### src/rtl/memory_array_rf.sv
// memory_array_rf: DEPTH x WIDTH flip-flop register file, one write port and
// one read port, with a post-reset clear sequencer.
//
// Ports:
//   Clk    - single clock, all state updates on the rising edge
//   Rst_n  - synchronous active-low reset
//   Write  - write enable; Waddr/Data give the target word and value
//   Read   - read enable; Raddr selects the word
//   Q      - registered read data (holds its value when no read is accepted)
//   Qvalid - one-cycle pulse: Q was loaded by a read accepted last edge
//   Ready  - high once the clear sequence is done and accesses are accepted
//
// After reset the array is walked word by word and zeroed (INIT), taking
// exactly DEPTH cycles. Accesses are ignored until Ready rises. Out-of-range
// writes are dropped; out-of-range reads return zero. A read and a write to
// the same in-range word in one cycle return the new data (write-through).
module memory_array_rf #(
  parameter int unsigned WIDTH  = 8,
  parameter int unsigned DEPTH  = 16,
  parameter int unsigned ADDR_W = 4
) (
  input  logic              Clk,
  input  logic              Rst_n,
  input  logic              Write,
  input  logic [ADDR_W-1:0] Waddr,
  input  logic [WIDTH-1:0]  Data,
  input  logic              Read,
  input  logic [ADDR_W-1:0] Raddr,
  output logic [WIDTH-1:0]  Q,
  output logic              Qvalid,
  output logic              Ready
);

  typedef enum logic {
    INIT,
    IDLE
  } state_t;

  localparam logic [ADDR_W-1:0] LAST = ADDR_W'(DEPTH - 1);

  state_t            state;
  state_t            state_next;
  logic [ADDR_W-1:0] clr_ptr;
  logic [WIDTH-1:0]  mem [DEPTH];

  logic waddr_ok;
  logic raddr_ok;
  logic wr_en;
  logic rd_en;
  logic bypass;

  // Next-state and ready decode
  always_comb begin
    state_next = state;
    Ready      = 1'b0;
    case (state)
      INIT: if (clr_ptr == LAST) state_next = IDLE;
      IDLE: Ready = 1'b1;
      default: state_next = INIT;
    endcase
  end

  // Access qualification; all accesses are gated off while clearing
  always_comb begin
    waddr_ok = (Waddr <= LAST);
    raddr_ok = (Raddr <= LAST);
    wr_en    = Ready && Write && waddr_ok;
    rd_en    = Ready && Read;
    // same-address hit implies the read address is in range too
    bypass   = wr_en && (Waddr == Raddr);
  end

  // State register and clear pointer; pointer parks at LAST so it never
  // leaves the valid address range
  always_ff @(posedge Clk) begin
    if (!Rst_n) begin
      state   <= INIT;
      clr_ptr <= '0;
    end else begin
      state <= state_next;
      if (state == INIT && clr_ptr != LAST) clr_ptr <= clr_ptr + ADDR_W'(1);
    end
  end

  // Storage array: no reset of its own, zeroed by the INIT walk instead
  always_ff @(posedge Clk) begin
    if (Rst_n) begin
      if (state == INIT) mem[clr_ptr] <= '0;
      else if (wr_en)    mem[Waddr]   <= Data;
    end
  end

  // Read port
  always_ff @(posedge Clk) begin
    if (!Rst_n) begin
      Q      <= '0;
      Qvalid <= 1'b0;
    end else begin
      Qvalid <= rd_en;
      if (rd_en) begin
        if (!raddr_ok)   Q <= '0;
        else if (bypass) Q <= Data;
        else             Q <= mem[Raddr];
      end
    end
  end

endmodule

### config.mk
export PLATFORM = sky130hd
export DESIGN_NAME = memory_array_rf
export DESIGN_NICKNAME = d
export VERILOG_FILES = /design/src/rtl/memory_array_rf.sv
export SDC_FILE = /design/constraint.sdc
export NUM_CORES = 1
export LEC_CHECK = 0
export ABC_AREA = 1
export BUFFER_PORTS_ARGS = -buffer_cell sky130_fd_sc_hd__buf_2
export CORE_UTILIZATION = 55
export CTS_BUF_LIST = sky130_fd_sc_hd__clkbuf_4 sky130_fd_sc_hd__clkbuf_8 sky130_fd_sc_hd__clkbuf_16
export DETAILED_ROUTE_END_ITERATION = 12
export GPL_ROUTABILITY_DRIVEN = 0
export GPL_TIMING_DRIVEN = 1
export PLACE_DENSITY = 0.71
export SLEW_MARGIN = 20
export SYNTH_ARGS = -nofsm -noshare
export SYNTH_HDL_FRONTEND = slang
export SYNTH_SLANG_ARGS = --single-unit
export TNS_END_PERCENT = 100
### constraint.sdc
create_clock -name Clk -period 3.4 [get_ports Clk]
set_clock_uncertainty 0.05 [all_clocks]
set_input_delay 0.68 -clock Clk [delete_from_list [all_inputs] [get_ports Clk]]
set_output_delay 0.68 -clock Clk [all_outputs]
set_load 0.02 [all_outputs]
## Word level (Yosys, flattened, before mapping)

Memory sizes are Yosys's and may differ from the RTL's. A register that Yosys moved wholly into a read port is not among the register bits.
Cells that the tools add are included.
Widths: inputs -> output; s select.

| storage, ports and cells | value |
|---|---|
| memories | 1 |
| register bits | 6 |
| bits in writable memories | 128 |
| logic and storage cells | 28 |

Memory list:

| memory | depth | width | read ports | clocked after memory_dff | wr ports | line | text |
|---|---|---|---|---|---|---|---|
| mem | 16 | 8 | 1 | 1 | 1 | 44 | `logic [WIDTH-1:0] mem [DEPTH];` |

| cells by class | value |
|---|---|
| order comparisons | 1 |
| equal/unequal tests | 2 |
| reduce and logical (&&, ||, !) cells | 6 |
| $add $sub $neg | 1 |
| mux-type cells | 13 |
| bitwise logic cells | 1 |

Operators by type and width:

| cell | number |
|---|---|
| $mux 1 | 11 |
| $mux 8 | 1 |
| $reduce_or 8->1 | 1 |
| $add 4x1->4 const B | 1 |
| $eq 4x4->1 const B | 1 |
| $le 4x4->1 const B | 1 |
| $logic_and 1x1->1 | 4 |
| $mux 4 | 1 |
| $ne 4x4->1 const B | 1 |
| $logic_not 1->1 | 1 |
| $not 1->1 | 1 |

## Logic depth before layout (Yosys ltp)

Gate-level depths: netlist of the first run.

| depth | value |
|---|---|
| word-level depth | 9 |
| gate-level depth with buffers | 13 |
| gate-level depth less buffers | 11 |

## Worst setup path after synthesis of the first run

OpenSTA, ideal clock, no wires.

| path | value |
|---|---|
| path kind | in2reg |
| start | input Rst_n |
| end | memory mem[5][0], enable pin |
| arrival | 2.215 ns |
| path buffers | 1 |
| setup slack | 0.740 ns |
| data required time | 2.955 ns |
| stages | 5 |
| cell sequence | buf_4 -> inv_1 -> o21ai_1 -> inv_1 -> nor4_1 |

| between the ends | value |
|---|---|
| longest elaborated chain between the ends | 4 |

Ends and longest elaborated chain:

| what | line | text |
|---|---|---|
| start, declared | 23 | `input logic Rst_n,` |
| $mux 1 | 87 | `if (Rst_n) begin` |
| $mux 1 (implied by the code) | 89 | `else if (wr_en) mem[Waddr] <= Data;` |
| $reduce_or 8->1 (no source line) | n/a |  |
| $mux 4 (no source line) / $mux 1 (equally long branches) | n/a |  |
| end, declared | 44 |  |

Parallel ways exist; a longest one is shown, timed or not.

## Worst setup path after layout of the first run

| path | value |
|---|---|
| start | register state |
| end | memory mem[8][6], enable pin |

| between the ends | value |
|---|---|
| longest elaborated chain between the ends | 9 |

Ends and longest elaborated chain:

| what | line | text |
|---|---|---|
| start, declared | 41 | `state_t state;` |
| start signal, assigned | 80 | `state <= state_next;` |
| $mux 1 | 56 | `case (state)` |
| $logic_and 1x1->1 (2 in series) | 67 | `wr_en = Ready && Write && waddr_ok;` |
| $mux 1 | 89 |  |
| $mux 1 | 88 | `if (state == INIT) mem[clr_ptr] <= '0;` |
| $mux 1 | 87 |  |
| $mux 1 (implied by the code) | 89 |  |
| $reduce_or 8->1 (no source line) | n/a |  |
| $mux 4 (no source line) / $mux 1 (equally long branches) | n/a |  |

Parallel ways exist; a longest one is shown, timed or not.

==> results of run 1 <==
-- state kept, by name, indices dropped and copies added (netlist names) --
signal	count
mem	128
state	1
clr_ptr	4
Q	8
Qvalid	1
-- cells by family after synthesis --
logic type / Yosys count
adders and majority gates: 1
AOI/OAI and AO/OA: 15
and+or+nand+nor: 373
buffers and inverters: 66
DFF: 142
-- metal layers --
layer	part of all wire, %	up-vias	GRT usage (%)
met5	0	-	0
met4	2.3	0	11.9
met3	6.8	30	5.57
met2	49	198	40.4
met1	42	2113	36.0
li1	-	2094	-
-- metrics by stage --
step | hold slack (ns) | setup WS [ns] | instance area, µm²
3_3_place_gp | 0.405 | 0.750 | 6390
5_1_grt | 0.438 | 0.883 | 6970
2_1_floorplan | 0.421 | 0.740 | 6140
4_1_cts | 0.410 | 1.07 | 6970
3_5_place_dp | 0.407 | 0.694 | 6390
6_report | 0.416 | 1.04 | 6970
-- area by class of cell --
class | count | area [µm²] | area share, %
Sequential cell | 142 | 4120 | 59.2
Tap cell | 140 | 175 | 2.51
Inverter | 37 | 139 | 1.99
Clock inverter | 13 | 148 | 2.12
Clock buffer | 19 | 429 | 6.16
Multi-Input combinational cell | 389 | 1730 | 24.9
Timing Repair Buffer | 37 | 218 | 3.13
-- worst max-delay path, cell delays in order, from the launching register on --
cell and delay, ns:
dfxtp_1 0.50, nand3_4 0.17, inv_2 0.21, nand2_1 0.14, nand2_1 0.12, nand3_1 0.22, nor2_1 0.57
-- power by group --
| part | internal (µW) | switching (µW) |
|---|---|---|
| clock | 1120 | 684 |
| combinational | 64.8 | 160 |
| sequential | 1900 | 6.64 |
-- final timing paths --
kind                     startpoint                   to  slack (ns)  cells after the start
hold reg to reg   Q[5]$_SDFFE_PN0P_    Q[5]$_SDFFE_PN0P_        0.42                      2
setup reg to reg   state$_SDFF_PN0_  mem[8][6]$_DFFE_PP_        1.04                      6
hold / removal    Q[5]$_SDFFE_PN0P_    Q[5]$_SDFFE_PN0P_        0.42                      2
setup / recovery   state$_SDFF_PN0_  mem[8][6]$_DFFE_PP_        1.04                      6
-- placed cells by master, fill, tap and decap left out, drive strengths merged, types with 2 or more instances in the layout --
cell,count
a21oi,10
edfxtp,128
nand3,116
clkinvlp,2
inv,36
nor3,4
bufinv,3
clkbuf,19
nand4,12
o21ai,4
nand2,220
nor2,20
clkinv,9
dfxtp,14
buf,37
==> tab_implementation.tex, run 1 <==
\begin{tabular}{lr}
\hline
Metric & Value \\
\hline
\multicolumn{2}{l}{\textbf{Synth}} \\
Proportion of synthesized area in mux cells & 0\% \\
Synth Area in Adders & 0.204\% \\
Cell taking the most area after synthesis & edfxtp\_1 \\
Number of storage elements in the synthesis netlist & 142 \\
Async set-or-reset flop fraction in the synthesized netlist & 0\% \\
Post-synth EDFFs & 128 \\
Combinational family with the most area after synthesis & simple AND/OR/NAND/NOR gates \\
Synthesized area per cell & 10.3 µm² \\
Simple-Gate Fraction of Synth Area & 26.8\% \\
Portion of the post-synthesis area used by sequential elements & 67.2\% \\
Most frequent cell after synthesis & nand2\_1 \\
Post-synthesis instance area & 6140 µm² \\
Number of instances in the synthesized netlist & 597 \\
Number of warnings issued by yosys & 0 \\
Share of the synthesized area in compound gates (AO/OA/AOI/OAI) & 1.26\% \\
Total nets after synthesis & 618 \\
Commonest register cell after synthesis & edfxtp\_1 \\
Distinct cells, synth & 25 \\
Xor-xnor portion of the synthesized cell area & 0\% \\
Area share of the largest cell type after synthesis & 62.6\% \\
Synth area leaders & edfxtp\_1 63\%, nand2\_1 13\%, nand3\_1 9.2\% \\
List of most frequent post-synthesis cells & 217 x nand2\_1, 128 x edfxtp\_1, 113 x nand3\_1, 32 x inv\_1, 18 x nor2\_1 \\
\multicolumn{2}{l}{\textbf{Final layout}} \\
Antenna diode count & 0 \\
Finished Core Util & between 60\% and 70\% \\
Count of nets after finishing & 645 \\
Fill cell total of the finished layout & 862 \\
Number of standard cells in the final layout excluding fillers & approximately 800 \\
Layout overhead on the synthesized area & 13.5\% \\
Fraction of final layout cells with drive strength greater than 1 & 12.2\% \\
\multicolumn{2}{l}{\textbf{Power and ir drop}} \\
Pwr Density & 565 nW/µm² \\
Power consumption & 3930 µW \\
Total leakage power & $\sim$0.0029 µW \\
VDD IR max & $\sim$0.4 mV \\
\multicolumn{2}{l}{\textbf{Clock network}} \\
Post-CTS clock slew at the launch and capture registers of the worst setup and hold paths & about 0.06 ns \\
Setup fix buffers added after clock tree synthesis & 0 \\
Clock tree from TritonCTS & built \\
Number of hold buffers added after cts & 0 \\
Root Driver & clkbuf\_8 \\
H-tree Lvls & 4 \\
Num CTS Buffers & 17 \\
Cts repair resizes & 0 \\
Clock Sink Count & 142 \\
Worst skew pair latency & 0.53 ns \\
Longest Clk Path Bufs & 2 \\
\multicolumn{2}{l}{\textbf{Timing}} \\
Clock period minus final worst setup slack & 2.36 ns \\
Number of endpoints failing setup at the final stage & 0 \\
Final hold vios & 0 \\
Period Utilization, post-route & 69.3\% \\
Sum Neg Setup Slack & 0 ns \\
Max Clock Freq & between 0.4 and 0.5 GHz \\
Slew @ Worst Pin & 0.730 ns \\
Unrepaired setup endpoints after global routing & no \\
Worst slew slack as a fraction of its limit & roughly 51\% \\
Final max-slew violation count & 0 \\
\multicolumn{2}{l}{\textbf{Detailed routing}} \\
DR vias/cell & 5.71 \\
Residual DRC & 0 \\
Vias after detailed routing & 4435 \\
First-pass iteration count of the detailed router & 5 \\
Drt first-iter violations & a little over 400 \\
Final routed wire length divided by cell count & 18.3 µm \\
Final ANT Viol Nets & 0 \\
Total detailed-routing wirelength & $\sim$14000 µm \\
\multicolumn{2}{l}{\textbf{GRT}} \\
Pin count of the biggest net entering global routing & 66 \\
GRT Resource Usage Total & 26.3\% \\
Total global routing overflow & 0 \\
Antenna violations before repair & 0 \\
Vias in the first global route & 4135 \\
Wire length of the first global-routing pass & around 22000 µm \\
\multicolumn{2}{l}{\textbf{Place}} \\
Number of buffer cells added on primary ports & 29 \\
Placed Cells incl. Taps & approximately 750 \\
Detailed Place HPWL & 8830 µm \\
\multicolumn{2}{l}{\textbf{Worst setup path}} \\
Kind of capture point of the worst setup path & flop \\
Max Fanout on Critical Path & 12 \\
Element type at the critical path start & flop \\
Data required time at the worst endpoint & roughly 3.5 ns \\
Data arrival time of the critical path & between 2 and 2.5 ns \\
Worst Path Class, Setup & reg2reg \\
\multicolumn{2}{l}{\textbf{Floorplan}} \\
Horizontal die dimension & 108 µm \\
Core Box Area & $\sim$11000 µm² \\
Full die area & 11600 µm² \\
Initial Util & 56.6\% \\
Number of primary I/O pins & 30 \\
Std-Cell Rows & 38 \\
Overall die height & roughly 110 µm \\
\multicolumn{2}{l}{\textbf{Job}} \\
Max Cap Violations & 0 \\
\multicolumn{2}{l}{\textbf{Outcome}} \\
Run status & finished, final reports clean \\
\multicolumn{2}{l}{\textbf{Min path}} \\
Worst Hold Class & reg2reg \\
\hline
\end{tabular}
No activity file was read; power rests on OpenSTA's default activity.
==> run 2, diff against run 1 <==
- PLACE_DENSITY: 0.71 -> 0.74
- clock period: 3.4 -> 1.9 ns (I/O delays scaled with it)
==> tab_implementation.tex, run 2 (synthesized netlist as in run 1, its figures left out) <==
\begin{tabular}{lr}
\hline
Metric & Value \\
\hline
\multicolumn{2}{l}{\textbf{Floorplan}} \\
Overall die height & 108 µm (unchanged) \\
Horizontal die dimension & 108 µm (unchanged) \\
Initial Util & 56.6\% (unchanged) \\
Number of primary I/O pins & 30 (unchanged) \\
Core Box Area & 10800 µm² (unchanged) \\
Full die area & 11600 µm² (unchanged) \\
Std-Cell Rows & 38 (unchanged) \\
\multicolumn{2}{l}{\textbf{Min path}} \\
Hold path depth & 4 (+2) \\
Hold Startpoint & Rst\_n \\
Worst Hold Class & in2reg \\
Hold EP & clr\_ptr[0]\$\_SDFFE\_PN0P\_ \\
\multicolumn{2}{l}{\textbf{Power and ir drop}} \\
Internal power & 5810 µW (+88\%) \\
Switching power as a share of total power & 21.1\% (-0.52 points) \\
Clock Power Share & 47.9\% (+2.0 points) \\
Sequential Power Share & 46.3\% (-2.1 points) \\
Psw & 1550 µW (+83\%) \\
Total leakage power & 0.00307 µW (+6.1\%) \\
VDD IR max & 0.807 mV (+100\%) \\
Combinational share of power & 5.8\% (about the same) \\
Pwr Density & 1010 nW/µm² (+79\%) \\
\multicolumn{2}{l}{\textbf{Clock network}} \\
Cts repair resizes & 0 (unchanged) \\
Worst skew pair latency & 0.54 ns (about the same) \\
Root Driver & clkbuf\_8 \\
Clock Sink Count & 142 (unchanged) \\
Longest Clk Path Bufs & 2 (unchanged) \\
H-tree Lvls & 4 (unchanged) \\
Setup fix buffers added after clock tree synthesis & 0 (unchanged) \\
Post-CTS clock slew at the launch and capture registers of the worst setup and hold paths & 0.06 ns (about the same) \\
Num CTS Buffers & 17 (unchanged) \\
Clock tree from TritonCTS & built \\
Number of hold buffers added after cts & 0 (unchanged) \\
\multicolumn{2}{l}{\textbf{Worst setup path}} \\
Kind of capture point of the worst setup path & flop \\
Cell count of the worst reg-to-reg path & 8 (+2) \\
Family with the most delay on the worst path & simple AND/OR/NAND/NOR gates \\
FF-to-FF End & mem[2][0]\$\_DFFE\_PP\_ \\
Critical path, cell by cell & nand3\_4, inv\_2, nand2\_1, nand2\_1, inv\_1, nand3\_1, nor3\_2, buf\_4 \\
Data arrival time of the critical path & 1.93 ns (-0.54 ns) \\
Longest individual stage delay on the worst path & 0.33 ns (-0.24 ns) \\
Buffers plus inverters on the worst setup path & 3 (+2) \\
Critical path's most frequent cell & nand2\_1 \\
Max Fanout on Critical Path & 8 (-4) \\
RR Startpoint & state\$\_SDFF\_PN0\_ \\
Worst Path Class, Setup & reg2reg \\
Element type at the critical path start & flop \\
Critical path's slowest cell & dfxtp\_2 \\
R2r setup slk & 0.17 ns (-0.87 ns) \\
Data required time at the worst endpoint & 2.09 ns (-1.42 ns) \\
\multicolumn{2}{l}{\textbf{Final layout}} \\
Cell area after layout & 7290 µm² (+4.6\%) \\
Antenna diode count & 0 (unchanged) \\
Commonest non-fill, non-tap cells in the layout & 217 x nand2\_1, 128 x edfxtp\_1, 113 x nand3\_1 \\
Register with the most flip-flops & mem \\
Layout overhead on the synthesized area & 18.8\% \\
Regs by FF count & mem: 128 flops, Q: 8 flops, clr\_ptr: 4 flops \\
Most common cell after layout, fill and taps aside & nand2\_1 \\
Fill cell total of the finished layout & 798 (-7.4\%) \\
Number of flip-flops in the largest register & 128 (unchanged) \\
Count of nets after finishing & 671 (+4.0\%) \\
Finished Core Util & 67.2\% (+3.0 points) \\
Fraction of final layout cells with drive strength greater than 1 & 17.5\% (+5.3 points) \\
\multicolumn{2}{l}{\textbf{Timing}} \\
Sum Neg Setup Slack & 0 ns (unchanged) \\
Final hold vios & 0 (unchanged) \\
Worst slew slack as a fraction of its limit & 53.6\% (+2.5 points) \\
Final max-slew violation count & 0 (unchanged) \\
Hold WS & 0.223 ns (-0.193 ns) \\
Unrepaired setup endpoints after global routing & no \\
Final worst slack & 0.170 ns (-0.875 ns) \\
Number of endpoints failing setup at the final stage & 0 (unchanged) \\
Slew @ Worst Pin & 0.695 ns (-0.0352 ns) \\
Max Clock Freq & 0.578 GHz (+36\%) \\
Period Utilization, post-route & 91.1\% (+22 points) \\
Clock period minus final worst setup slack & 1.73 ns (-0.625 ns) \\
\multicolumn{2}{l}{\textbf{GRT}} \\
GRT Resource Usage Total & 27.2\% (+0.93 points) \\
Vias in the first global route & 4427 (+7.1\%) \\
Pin count of the biggest net entering global routing & 49 (-26\%) \\
Antenna violations before repair & 0 (unchanged) \\
Wire length of the first global-routing pass & 22500 µm (+4.0\%) \\
Total global routing overflow & 0 (unchanged) \\
\multicolumn{2}{l}{\textbf{Detailed routing}} \\
Total detailed-routing wirelength & 14300 µm (+0.35\%) \\
Final routed wire length divided by cell count & 17.8 µm (-2.8\%) \\
Final ANT Viol Nets & 0 (unchanged) \\
First-pass iteration count of the detailed router & 7 (+2) \\
DR vias/cell & 5.56 (-2.6\%) \\
Residual DRC & 0 (unchanged) \\
Drt first-iter violations & 438 (+7.1\%) \\
Vias after detailed routing & 4457 (+0.50\%) \\
\multicolumn{2}{l}{\textbf{Place}} \\
Minimum setup slack after placement & -0.0205 ns (-0.715 ns) \\
Detailed Place HPWL & 9210 µm (+4.3\%) \\
Number of buffer cells added on primary ports & 29 (unchanged) \\
Cell area after placement & 6670 µm² (+4.3\%) \\
\multicolumn{2}{l}{\textbf{Job}} \\
Max Cap Violations & 0 (unchanged) \\
\multicolumn{2}{l}{\textbf{Outcome}} \\
Run status & finished, final reports clean \\
\hline
\end{tabular}
-- run 2: changes by cell type in the layout (fill, tap and decap cells not counted), moves of 3 or more --
cell      change
nor3_2        +4
buf_12        +3
buf_4        +23
clkinv_1      -4
nor3_1        -4
-- run 2: worst register-to-register path, cell delays in order (launching register included) --
cell and delay [ns]:
dfxtp_2 0.33, nand3_4 0.11, inv_2 0.06, nand2_1 0.07, nand2_1 0.09, inv_1 0.14, nand3_1 0.21, nor3_2 0.16
buf_4 0.20
-- run 2: worst max-delay path by stage --
| stage | slack [ns] | cells past startpoint | startpoint | to |
|---|---|---|---|---|
| CTS | 0.17 | 8 | state$_SDFF_PN0_ | mem[2][6]$_DFFE_PP_ |
| global route | 0.01 | 8 | state$_SDFF_PN0_ | mem[2][5]$_DFFE_PP_ |
| floorplan | -0.05 | 8 | Rst_n | mem[0][0]$_DFFE_PP_ |
| finish | 0.17 | 8 | state$_SDFF_PN0_ | mem[2][0]$_DFFE_PP_ |
| global placement | 0.01 | 9 | Rst_n | mem[2][1]$_DFFE_PP_ |
| detailed placement | -0.02 | 9 | Rst_n | mem[2][6]$_DFFE_PP_ |
-- run 2: per-layer routing --
layer  up-vias  routed length (µm)  GRT usage [%]
li1       2139                   -              -
met1      2127                5870           34.5
met2       151                7130           43.5
met3        40                 795           7.08
met4         0                 461           13.0
met5         -                   0              0
-- run 2: metrics by stage --
| stage | power [µW] | cells |
|---|---|---|
| after floorplan | 3750 | 597 |
| after global placement | 3880 | 771 |
| after detailed placement | 3890 | 771 |
| after CTS | 7370 | 802 |
| after global routing | 7530 | 802 |
| final | 7360 | 802 |
-- run 2: final cells by class --
| class | instances | area, µm² | area share, % |
|---|---|---|---|
| flip-flops and latches | 142 | 4130 | 56.6 |
| multi-input cells | 389 | 1780 | 24.4 |
| repair buffers | 63 | 450 | 6.18 |
| clock buffers | 19 | 429 | 5.89 |
| clock inverters | 12 | 193 | 2.64 |
| well taps | 140 | 175 | 2.40 |
| inverters | 37 | 139 | 1.91 |
-- run 2: power by group through the flow --
stage	logic (µW)	registers (µW)	clock network, µW
finish	424	3410	3530
global placement	407	3470	0
global route	467	3410	3650
CTS	419	3410	3540
detailed placement	416	3480	0
floorplan	283	3470	0
